<file path="src/rtl/memarb.sv">
// memarb: two-requester arbiter sharing one synchronous memory port.
// Round-robin with bounded burst ownership; read data is routed back to the requester that issued the read.
module memarb #(
    parameter int SIZE_ADDR = 16,
    parameter int SIZE_DATA = 16,
    parameter int MAX_HOLD  = 4,
    parameter bit PRIO      = 1'b0
) (
    input  logic                 iw_clk,
    input  logic                 iw_rst_n,
    input  logic                 iw_req0,
    input  logic                 iw_req1,
    input  logic                 iw_we0,
    input  logic                 iw_we1,
    input  logic [SIZE_ADDR-1:0] iw_addr0,
    input  logic [SIZE_ADDR-1:0] iw_addr1,
    input  logic [SIZE_DATA-1:0] iw_wdata0,
    input  logic [SIZE_DATA-1:0] iw_wdata1,
    output logic                 ow_gnt0,
    output logic                 ow_gnt1,
    output logic                 or_rvalid0,
    output logic                 or_rvalid1,
    output logic [SIZE_DATA-1:0] ow_rdata0,
    output logic [SIZE_DATA-1:0] ow_rdata1,
    output logic                 ow_mem_we,
    output logic [SIZE_ADDR-1:0] ow_mem_addr,
    output logic [SIZE_DATA-1:0] ow_mem_wdata,
    input  logic [SIZE_DATA-1:0] iw_mem_rdata,
    output logic [1:0]           or_owner
);

    // state | meaning
    // IDLE  | nothing was granted last cycle
    // OWN0  | requester 0 was granted last cycle
    // OWN1  | requester 1 was granted last cycle
    typedef enum logic [1:0] {
        IDLE = 2'b00,
        OWN0 = 2'b01,
        OWN1 = 2'b10
    } state_t;

    localparam logic [3:0] HOLD_MAX = 4'(MAX_HOLD);

    state_t     r_state;
    state_t     w_state_nxt;
    logic [3:0] r_hold;
    logic [3:0] w_hold_nxt;
    logic       r_last;
    logic       w_last_nxt;
    logic       r_rd_pend;
    logic       r_rd_id;
    logic       w_gnt0;
    logic       w_gnt1;

    // Grant is gated by reset so nothing reaches the memory while rst_n is low.
    always_comb begin
        w_gnt0 = 1'b0;
        w_gnt1 = 1'b0;
        case (r_state)
            OWN0: begin
                if (iw_req0 && ((r_hold < HOLD_MAX) || !iw_req1))
                    w_gnt0 = 1'b1;
                else if (iw_req1)
                    w_gnt1 = 1'b1;
            end
            OWN1: begin
                if (iw_req1 && ((r_hold < HOLD_MAX) || !iw_req0))
                    w_gnt1 = 1'b1;
                else if (iw_req0)
                    w_gnt0 = 1'b1;
            end
            default: begin
                if (iw_req0 && iw_req1) begin
                    w_gnt0 = r_last;
                    w_gnt1 = ~r_last;
                end else begin
                    w_gnt0 = iw_req0;
                    w_gnt1 = iw_req1;
                end
            end
        endcase
        if (!iw_rst_n) begin
            w_gnt0 = 1'b0;
            w_gnt1 = 1'b0;
        end
    end

    always_comb begin
        w_state_nxt = IDLE;
        w_hold_nxt  = 4'd0;
        w_last_nxt  = r_last;
        if (w_gnt0) begin
            w_state_nxt = OWN0;
            w_last_nxt  = 1'b0;
            if (r_state == OWN0)
                w_hold_nxt = (r_hold < HOLD_MAX) ? r_hold + 4'd1 : HOLD_MAX;
            else
                w_hold_nxt = 4'd1;
        end else if (w_gnt1) begin
            w_state_nxt = OWN1;
            w_last_nxt  = 1'b1;
            if (r_state == OWN1)
                w_hold_nxt = (r_hold < HOLD_MAX) ? r_hold + 4'd1 : HOLD_MAX;
            else
                w_hold_nxt = 4'd1;
        end
    end

    always_comb begin
        ow_mem_we    = 1'b0;
        ow_mem_addr  = '0;
        ow_mem_wdata = '0;
        if (w_gnt0) begin
            ow_mem_we    = iw_we0;
            ow_mem_addr  = iw_addr0;
            ow_mem_wdata = iw_wdata0;
        end else if (w_gnt1) begin
            ow_mem_we    = iw_we1;
            ow_mem_addr  = iw_addr1;
            ow_mem_wdata = iw_wdata1;
        end
    end

    always_ff @(posedge iw_clk or negedge iw_rst_n) begin
        if (!iw_rst_n) begin
            r_state   <= IDLE;
            r_hold    <= 4'd0;
            r_last    <= ~PRIO;
            r_rd_pend <= 1'b0;
            r_rd_id   <= 1'b0;
        end else begin
            r_state   <= w_state_nxt;
            r_hold    <= w_hold_nxt;
            r_last    <= w_last_nxt;
            r_rd_pend <= (w_gnt0 || w_gnt1) && !ow_mem_we;
            r_rd_id   <= w_gnt1;
        end
    end

    assign ow_gnt0    = w_gnt0;
    assign ow_gnt1    = w_gnt1;
    assign or_owner   = r_state;
    assign or_rvalid0 = r_rd_pend && !r_rd_id;
    assign or_rvalid1 = r_rd_pend && r_rd_id;
    assign ow_rdata0  = or_rvalid0 ? iw_mem_rdata : '0;
    assign ow_rdata1  = or_rvalid1 ? iw_mem_rdata : '0;

endmodule

</file>
<file path="config.mk">
export PLATFORM = sky130hd
export DESIGN_NAME = memarb
export DESIGN_NICKNAME = d
export VERILOG_FILES = /design/src/rtl/memarb.sv
export SDC_FILE = /design/constraint.sdc
export NUM_CORES = 1
export LEC_CHECK = 0
export CAP_MARGIN = 20
export CORE_ASPECT_RATIO = 2
export CORE_UTILIZATION = 26
export DETAILED_ROUTE_END_ITERATION = 8
export PLACE_DENSITY = 0.88
export SYNTH_ARGS = -nofsm -noshare
export SYNTH_HDL_FRONTEND = slang
export SYNTH_SLANG_ARGS = --single-unit
</file>
<file path="constraint.sdc">
create_clock -name iw_clk -period 4.8 [get_ports iw_clk]
set_input_delay 1.44 -clock iw_clk [delete_from_list [all_inputs] [get_ports iw_clk]]
set_output_delay 1.44 -clock iw_clk [all_outputs]
set_load 0.02 [all_outputs]
</file>
==> results.ini, run 1 <==
[cells_and_area]
areaGrowthSynthToFinish_pct=161
finalNetCount=385
stdcell_count=346
n_antenna_cell=0
final_cell_mix=clkdlybuf4s50_1, a22o_1, dlygate4sd2_1, and2_1, buf_4
drive_above_1_share_pct=10.5
final_common_cell=clkdlybuf4s50_1
nFillCells=324

[route]
ant_nets=0
vias=1816
wl_met1_um=2030
wl_met3_um=758
viasPerCell=5.25
drt-total-wl_um=5980
dr.pass1.iters=4
route.met2.wl_um=3020
top_layer=met4
wl_per_cell_um=17.3
drc_errors=0
drt_iter0_markers=48

[cts]
clk_path_buf_depth=2
cts.reportedPaths.clkPinSlew_ns=0.05
numCtsBuffers=3
worstSkewPairLatency_ns=0.23
h-tree-depth=1
clockRootBuffer=clkbuf_8
cts_tree=yes
clkSinkCount=9

[power_and_ir_drop]
power_density_nw_per_um2=386
vdd_drop_max_uv=198
p_total_mw=1.09
p_leak_nw=1.34

[setup_path]
critical_path_arrival_ns=3.10
r2r_cells=7
critical_path_class=in2out
path_max_fanout=10
critPathLaunchType=primary input
cp.required_ns=3.36
crit_path_end_kind=output pin

[sta]
slew_headroom_pct=43.5
hold_violations=0
finClkSkew_ns=0.000241
drv_slew=0
fmax_mhz=220
setup_viol=0
fin_setup_tns_ns=0
worstMarginPinSlew_ns=0.846
rsz0062_at_grt=no
min_period_ns=4.54
finalCritPeriodShare_pct=94.5

[synth]
ys_ff_latch=9
syn_avg_cell_area_um2=8.45
yosysUniqueCellTypes=33
synth_cells=128
async_flop_share_pct=100
syn-cell-area_um2=1080
seq_area_frac_synth_pct=20.9
ys_warn_count=0
ys.flop_type=dfrtp_1
synth_edf_count=0
syn_nets=217

[floorplanning]
die_h_um=93.2
rows=32
die_w_um=47.6
ios=157
design.die.area_um2=4440
core-area_um2=3920
start_util_pct=27.6

[global_routing]
grt_pass1_wl_um=8360
grt_max_degree=27
overflow=0
grt_usage_pct=26.7
antenna_found_initial=0
grt_pass1_vias=1748

[placement]
portBuffers=156
dpl.cell_count=341
dp_hpwl_um=5200
gp_congestion=0.980

[job]
cap_violations=0

[worst_hold_path]
min_path_type=reg2reg
hold_depth=1

[run_status]
status=complete, no violations

-- cells by family after synthesis --
family,Yosys count,share of synthesized area [%]
flip-flops,9,20.9
buffers and inverters,16,8.68
AO/OA/AOI/OAI,46,36.3
adder cells (fa/ha/maj),3,3.47
AND/OR/NAND/NOR,53,30.2
other,1,0.347
-- metrics by stage --
stage | utilization, % | setup WS, ns | cell area [um^2] | hold slack (ns)
3_3_place_gp | 70.7 | -0.281 | 2780 | 0.540
2_1_floorplan | - | 0.828 | 1080 | 0.524
3_5_place_dp | 70.7 | -0.264 | 2780 | 0.545
5_1_grt | 71.9 | 0.236 | 2820 | 0.564
4_1_cts | 70.8 | 0.00166 | 2780 | 0.552
6_report | 71.9 | 0.264 | 2820 | 0.552
-- power by group --
group	total, mW	switching (mW)	internal, mW
Clock	0.0892	0.0312	0.0580
Combinational	0.871	0.452	0.419
Sequential	0.129	0.0281	0.101
Total	1.09	0.511	0.578
-- worst paths after layout --
check | startpoint | endpoint | slack [ns]
max in group asynchronous | iw_rst_n | r_last$_DFFE_PN1P_ | 3.16
min in group asynchronous | iw_rst_n | r_hold[0]$_DFF_PN0_ | 1.44
setup / recovery | iw_rst_n | ow_mem_addr[6] | 0.26
hold / removal | r_last$_DFFE_PN1P_ | r_last$_DFFE_PN1P_ | 0.55
hold reg to reg | r_last$_DFFE_PN1P_ | r_last$_DFFE_PN1P_ | 0.55
setup reg to reg | or_owner[1]$_DFF_PN0_ | r_rd_pend$_DFF_PN0_ | 2.68
-- routing by layer --
layer,up-vias,track usage (%)
met3,18,8.30
met1,811,26.8
met2,166,48.6
met5,-,0
met4,0,8.33
li1,821,-
-- cells in the mapped netlist (2+ instances only) --
library cell | n | share of area [%]
a22o_1 | 33 | 27
and2_1 | 18 | 10
and3_1 | 16 | 9.3
dfrtp_1 | 8 | 19
inv_1 | 5 | 1.7
buf_6 | 4 | 4.2
nand2_1 | 4 | 1.4
nand3_1 | 4 | 1.9
buf_2 | 3 | 1.4
clkbuf_1 | 3 | 1.0
ha_1 | 3 | 3.5
nor2b_1 | 3 | 1.7
o21a_1 | 3 | 2.1
o21ai_0 | 2 | 0.93
-- critical path: stages --
cell and delay, ns:
dlygate4sd2_1 0.36, nand2_1 0.17, o311a_4 0.42, buf_4 0.18
a22o_1 0.20, dlygate4sd2_1 0.33
-- repair_timing --
action,CTS,global route
pin swaps,0,0
setup buffers,0,1
gates resized for setup,33,9
setup endpoints to repair,32,34
hold buffers,0,0
-- registers in the layout, summed over array words and instances, names as in the netlist --
signal	cells
or_owner	2
r_hold	4
r_rd_pend	1
r_rd_id	1
r_last	1
-- area by class of cell --
cell class	count	area [um^2]	share of cell area [%]
multi-input cells	103	788	27.9
inverters	6	22.5	0.798
clock buffers	4	45.0	1.60
well taps	51	63.8	2.26
flip-flops and latches	9	226	8.03
repair buffers	173	1680	59.4
Note: power is estimated with default switching activity, not from simulation.
==> run 2, diff against run 1 <==
RECOVER_POWER = 25   (was not set)
==> run 2 against run 1 <==
Net effect:
- wire length is 0.15% lower
- first-iteration DRC count rose by 23%
- utilization decreased by 0.83 points
- critical path depth unchanged
- non-clock buffer count stayed put
- setup slack improved by 0.018 ns
- clock skew increased by 0.0010 ns
- flip-flop and latch count is the same
- via count rose by 0.33%
==> results.ini, run 2 (synthesis gave the netlist of run 1 again) <==
[sta]
worstMarginPinSlew_ns=0.831
finClkSkew_ns=0.00128
min_period_ns=4.52
drv_slew=0
hold_slack_ns=0.555
setup_viol=0
fin_setup_tns_ns=0
finalCritPeriodShare_pct=94.1
rsz0062_at_grt=no
slew_headroom_pct=44.5
hold_violations=0
fmax_mhz=221

[floorplanning]
core-area_um2=3920
design.die.area_um2=4440
die_h_um=93.2
ios=157
start_util_pct=27.6
rows=32
die_w_um=47.6

[setup_path]
critical_path_arrival_ns=3.08
cpPeakStageDelay_ns=0.43
critPathLaunch=iw_rst_n
setup.worst_path.end=ow_mem_addr[6]
critPathLaunchType=primary input
path_cells=dlygate4sd2_1 -> nand2_1 -> o311a_1 -> buf_4 -> a22o_1 -> dlygate4sd2_1
regToRegEndpoint=r_rd_pend$_DFF_PN0_
path_common_cell=dlygate4sd2_1
timing.rr.start=or_owner[1]$_DFF_PN0_
crit_path_end_kind=output pin
path_buf_inv=3
crit_family=buffers and inverters
r2r_cells=7
critical_path_class=in2out
path_max_fanout=10
cp.required_ns=3.36
cp.depth=6
r2r_setup_slack_ns=2.67
cp_slowest_cell=o311a_1

[global_routing]
overflow=0
grtUsageMet1_pct=26.8
grt_max_degree=27
busiest_layer=met2
use_met2_pct=48.6
antenna_found_initial=0
met3_usage_pct=8.30
grt_pass1_vias=1748
grt_usage_pct=26.7
grt_pass1_wl_um=8360

[job]
cap_violations=0

[cells_and_area]
final_cell_mix=clkdlybuf4s50_1, a22o_1, dlygate4sd2_1, and2_1, and3_1
drive_above_1_share_pct=8.81
final-seq-area_um2=226
regMostFlops=r_hold
largest_reg_flops=4
finalNetCount=385
nFillCells=331
areaGrowthSynthToFinish_pct=158
n_antenna_cell=0
multi_input_area_um2=772
final_core_util_pct=71.1
fin_area_um2=2790
final_common_cell=clkdlybuf4s50_1

[placement]
gp_congestion=0.980
place_area_um2=2780
portBuffers=156
dp_hpwl_um=5200

[power_and_ir_drop]
vdd_drop_max_uv=195
power_density_nw_per_um2=385
p_leak_nw=1.33

[route]
wl_per_cell_um=17.2
drc_errors=0
vias=1822
drt-total-wl_um=5970
drt_iter0_markers=59
viasPerCell=5.27
ant_nets=0
dr.pass1.iters=4

[cts]
hold_buffers=0
numCtsBuffers=3
clk_path_buf_depth=2
h-tree-depth=1
clockRootBuffer=clkbuf_8
clkSinkCount=9
worstSkewPairLatency_ns=0.23
cts_tree=yes
cts.reportedPaths.clkPinSlew_ns=0.05

[worst_hold_path]
min_path_type=reg2reg
min_from=r_last$_DFFE_PN1P_

[run_status]
status=complete, no violations

run 2: cell types whose count changed in the layout (fill, tap and decap cells not counted), moves of 2 or more:
cell             change
dlygate4sd3_1        +5
clkdlybuf4s50_1      -5
nor2b_2              -2
nor2b_1              +2
clkbuf_1             +3
buf_4                -3
run 2: where the power goes:
| group | switching (mW) | internal (mW) | leakage, nW |
|---|---|---|---|
| combinational | 0.448 | 0.408 | 1.19 |
| sequential | 0.0282 | 0.101 | 0.116 |
| clock | 0.0306 | 0.0579 | 0.0228 |
run 2: what timing repair did:
| item | 4_1_cts | 5_1_grt |
|---|---|---|
| pin swaps | 0 | 0 |
| resized for setup | 33 | 9 |
| buffers inserted | 0 | 1 |
| setup endpoints to repair | 32 | 34 |
run 2: area by class of cell:
class                           count  area share (%)
Inverter                            6           0.808
Clock buffer                        4            1.62
Multi-Input combinational cell    103            27.7
Sequential cell                     9            8.12
Tap cell                           51            2.29
Timing Repair Buffer              173            59.5
run 2: how the worst min path moves through the flow:
stage                     slack [ns]  cells after the start            endpoint
after CTS                       0.55                      1  r_last$_DFFE_PN1P_
after global placement          0.54                      1  r_last$_DFFE_PN1P_
final                           0.56                      1  r_last$_DFFE_PN1P_
after detailed placement        0.54                      1  r_last$_DFFE_PN1P_
after floorplan                 0.52                      1  r_last$_DFFE_PN1P_
after global routing            0.56                      1  r_last$_DFFE_PN1P_
run 2: through the flow:
step / instances / worst slack (ns) / power, mW
2_1_floorplan: 128 / 0.828 / 0.594
3_3_place_gp: 341 / -0.281 / 1.03
3_5_place_dp: 341 / -0.264 / 1.05
4_1_cts: 345 / 0.00166 / 1.07
5_1_grt: 346 / 0.213 / 1.14
6_report: 346 / 0.282 / 1.07
run 2: layer usage:
layer	part of all wire, %	up-vias
li1	-	825
met1	34	813
met2	51	167
met3	13	17
met4	2.5	0
met5	0	-
==> run 3, diff against run 2 <==
PLACE_DENSITY = 0.95   (was 0.88)
==> run 3 against run 2 <==
Net effect:
- utilization down 3.4 points
- critical path depth up 1
- wire length up 0.12%
- non-clock buffer count down 5
- die area unchanged
- sequential power up 8%
- maximum frequency down 3.9%
- critical endpoint is now ow_mem_we
- final cell count down 1.4%
- first-iteration DRC count down 27%
- sequential share of layout area up 0.41 points
- cell area down 4.8%
- hold slack better by 0.0014 ns
- highest routed layer unchanged
==> results.ini, run 3 (synthesis gave the netlist of run 1 again) <==
[run_status]
status=complete, no violations

[sta]
drv_slew=0
rsz0062_at_grt=no
worstMarginPinSlew_ns=0.826
fin_setup_tns_ns=0
setup_viol=0
fmax_mhz=213
finalCritPeriodShare_pct=98.0
slew_headroom_pct=44.8
fin_ws_ns=0.0962
min_period_ns=4.70
hold_violations=0
hold_slack_ns=0.557
finClkSkew_ns=0.00199

[setup_path]
cp.required_ns=3.36
crit_path_end_kind=output pin
critical_path_class=in2out
critical_path_arrival_ns=3.26
critPathLaunchType=primary input
path_max_fanout=5

[floorplanning]
die_h_um=93.2
rows=32
die_w_um=47.6
design.die.area_um2=4440
start_util_pct=27.6
core-area_um2=3920
ios=157

[cts]
cts.reportedPaths.clkPinSlew_ns=0.05
clkSinkCount=9
hold_buffers=0
clockRootBuffer=clkbuf_8
h-tree-depth=1
worstSkewPairLatency_ns=0.24
numCtsBuffers=3
cts_tree=yes
clk_path_buf_depth=2

[cells_and_area]
final_common_cell=clkdlybuf4s50_1
final_core_util_pct=67.7
finalNetCount=380
regMostFlops=r_hold
nFillCells=342
largest_reg_flops=4
drive_above_1_share_pct=16.6
fin_area_um2=2660
stdcell_count=341
final_cell_mix=clkdlybuf4s50_1, a22o_1, clkbuf_2, and2_1, and3_1
areaGrowthSynthToFinish_pct=146
n_antenna_cell=0

[route]
viasPerCell=5.27
ant_nets=0
vias=1796
dr.pass1.iters=4
drt_iter0_markers=43
wl_per_cell_um=17.5
drt-total-wl_um=5970
drc_errors=0

[power_and_ir_drop]
vdd_drop_max_uv=219
power.share.clock_pct=8.6
share_comb_of_total_power_pct=78.2
power_density_nw_per_um2=397
switching_share_pct=48.8
intPower_mw=0.540
p_leak_nw=1.23
p_total_mw=1.05
power_switching_mw=0.514
pwr-share-seq_pct=13.1

[worst_hold_path]
min_path_type=reg2reg

[global_routing]
grt_pass1_vias=1716
overflow=0
grt_max_degree=32
antenna_found_initial=0
grt_usage_pct=26.4
grt_pass1_wl_um=8270

[job]
cap_violations=0

[placement]
dpl.cell_count=336
place_area_um2=2740
gp_congestion=1.13
portBuffers=156
place_ws_ns=-0.242
dp_hpwl_um=5000

## run 3: cell types whose count changed in the layout (fill, tap and decap cells not counted), sizes merged
cell and delta:
clkdlybuf4s50 +2, dlygate4sd3 -1, buf -5, dlygate4sd2 -30
dlymetal6s2s +1, clkbuf +26, clkdlybuf4s15 +2
## run 3: power groups by stage
stage	registers [mW]	clock network [mW]	logic, mW
3_5_place_dp	0.138	0	0.897
5_1_grt	0.142	0.0929	0.877
4_1_cts	0.137	0.0887	0.841
3_3_place_gp	0.137	0	0.879
6_report	0.139	0.0909	0.825
2_1_floorplan	0.125	0	0.469
## run 3: worst max-delay path, cell delays in order
cell,delay (ns)
clkdlybuf4s50_1,0.49
nor3b_1,0.18
o221ai_1,0.23
o311a_1,0.29
buf_4,0.17
a22o_1,0.16
clkdlybuf4s15_1,0.31
## run 3: layout make-up
class                   count  area [um^2]  share of cell area, %
clock buffers               4         45.0                   1.70
repair buffers            168         1530                   57.8
flip-flops and latches      9          226                   8.53
inverters                   6         22.5                  0.848
well taps                  51         63.8                   2.40
multi-input cells         103          763                   28.7
## run 3: worst paths after layout
check,slack (ns),end,cells after the start,start
min reg2reg,0.56,r_last$_DFFE_PN1P_,1,r_last$_DFFE_PN1P_
min,0.56,r_last$_DFFE_PN1P_,1,r_last$_DFFE_PN1P_
max,0.1,ow_mem_we,7,iw_req0
max reg2reg,2.72,r_rd_pend$_DFF_PN0_,7,or_owner[1]$_DFF_PN0_
max in group asynchronous,2.68,r_rd_id$_DFF_PN0_,2,iw_rst_n
min in group asynchronous,1.74,r_hold[2]$_DFF_PN0_,2,iw_rst_n
## run 3: metal layers
layer,part of all wire [%],vias up,global-route usage [%]
met4,2.3,0,5.79
met3,12,19,5.79
li1,-,811,-
met5,0,-,0
met2,51,167,48.3
met1,35,799,28.8
## run 3: timing repair
action                                 in CTS  in global routing
setup buffers                               1                  0
setup endpoints to repair                  33                 33
resized for setup                          34                 63
pin swaps                                   2                  1
endpoints found under the hold margin       0                  0
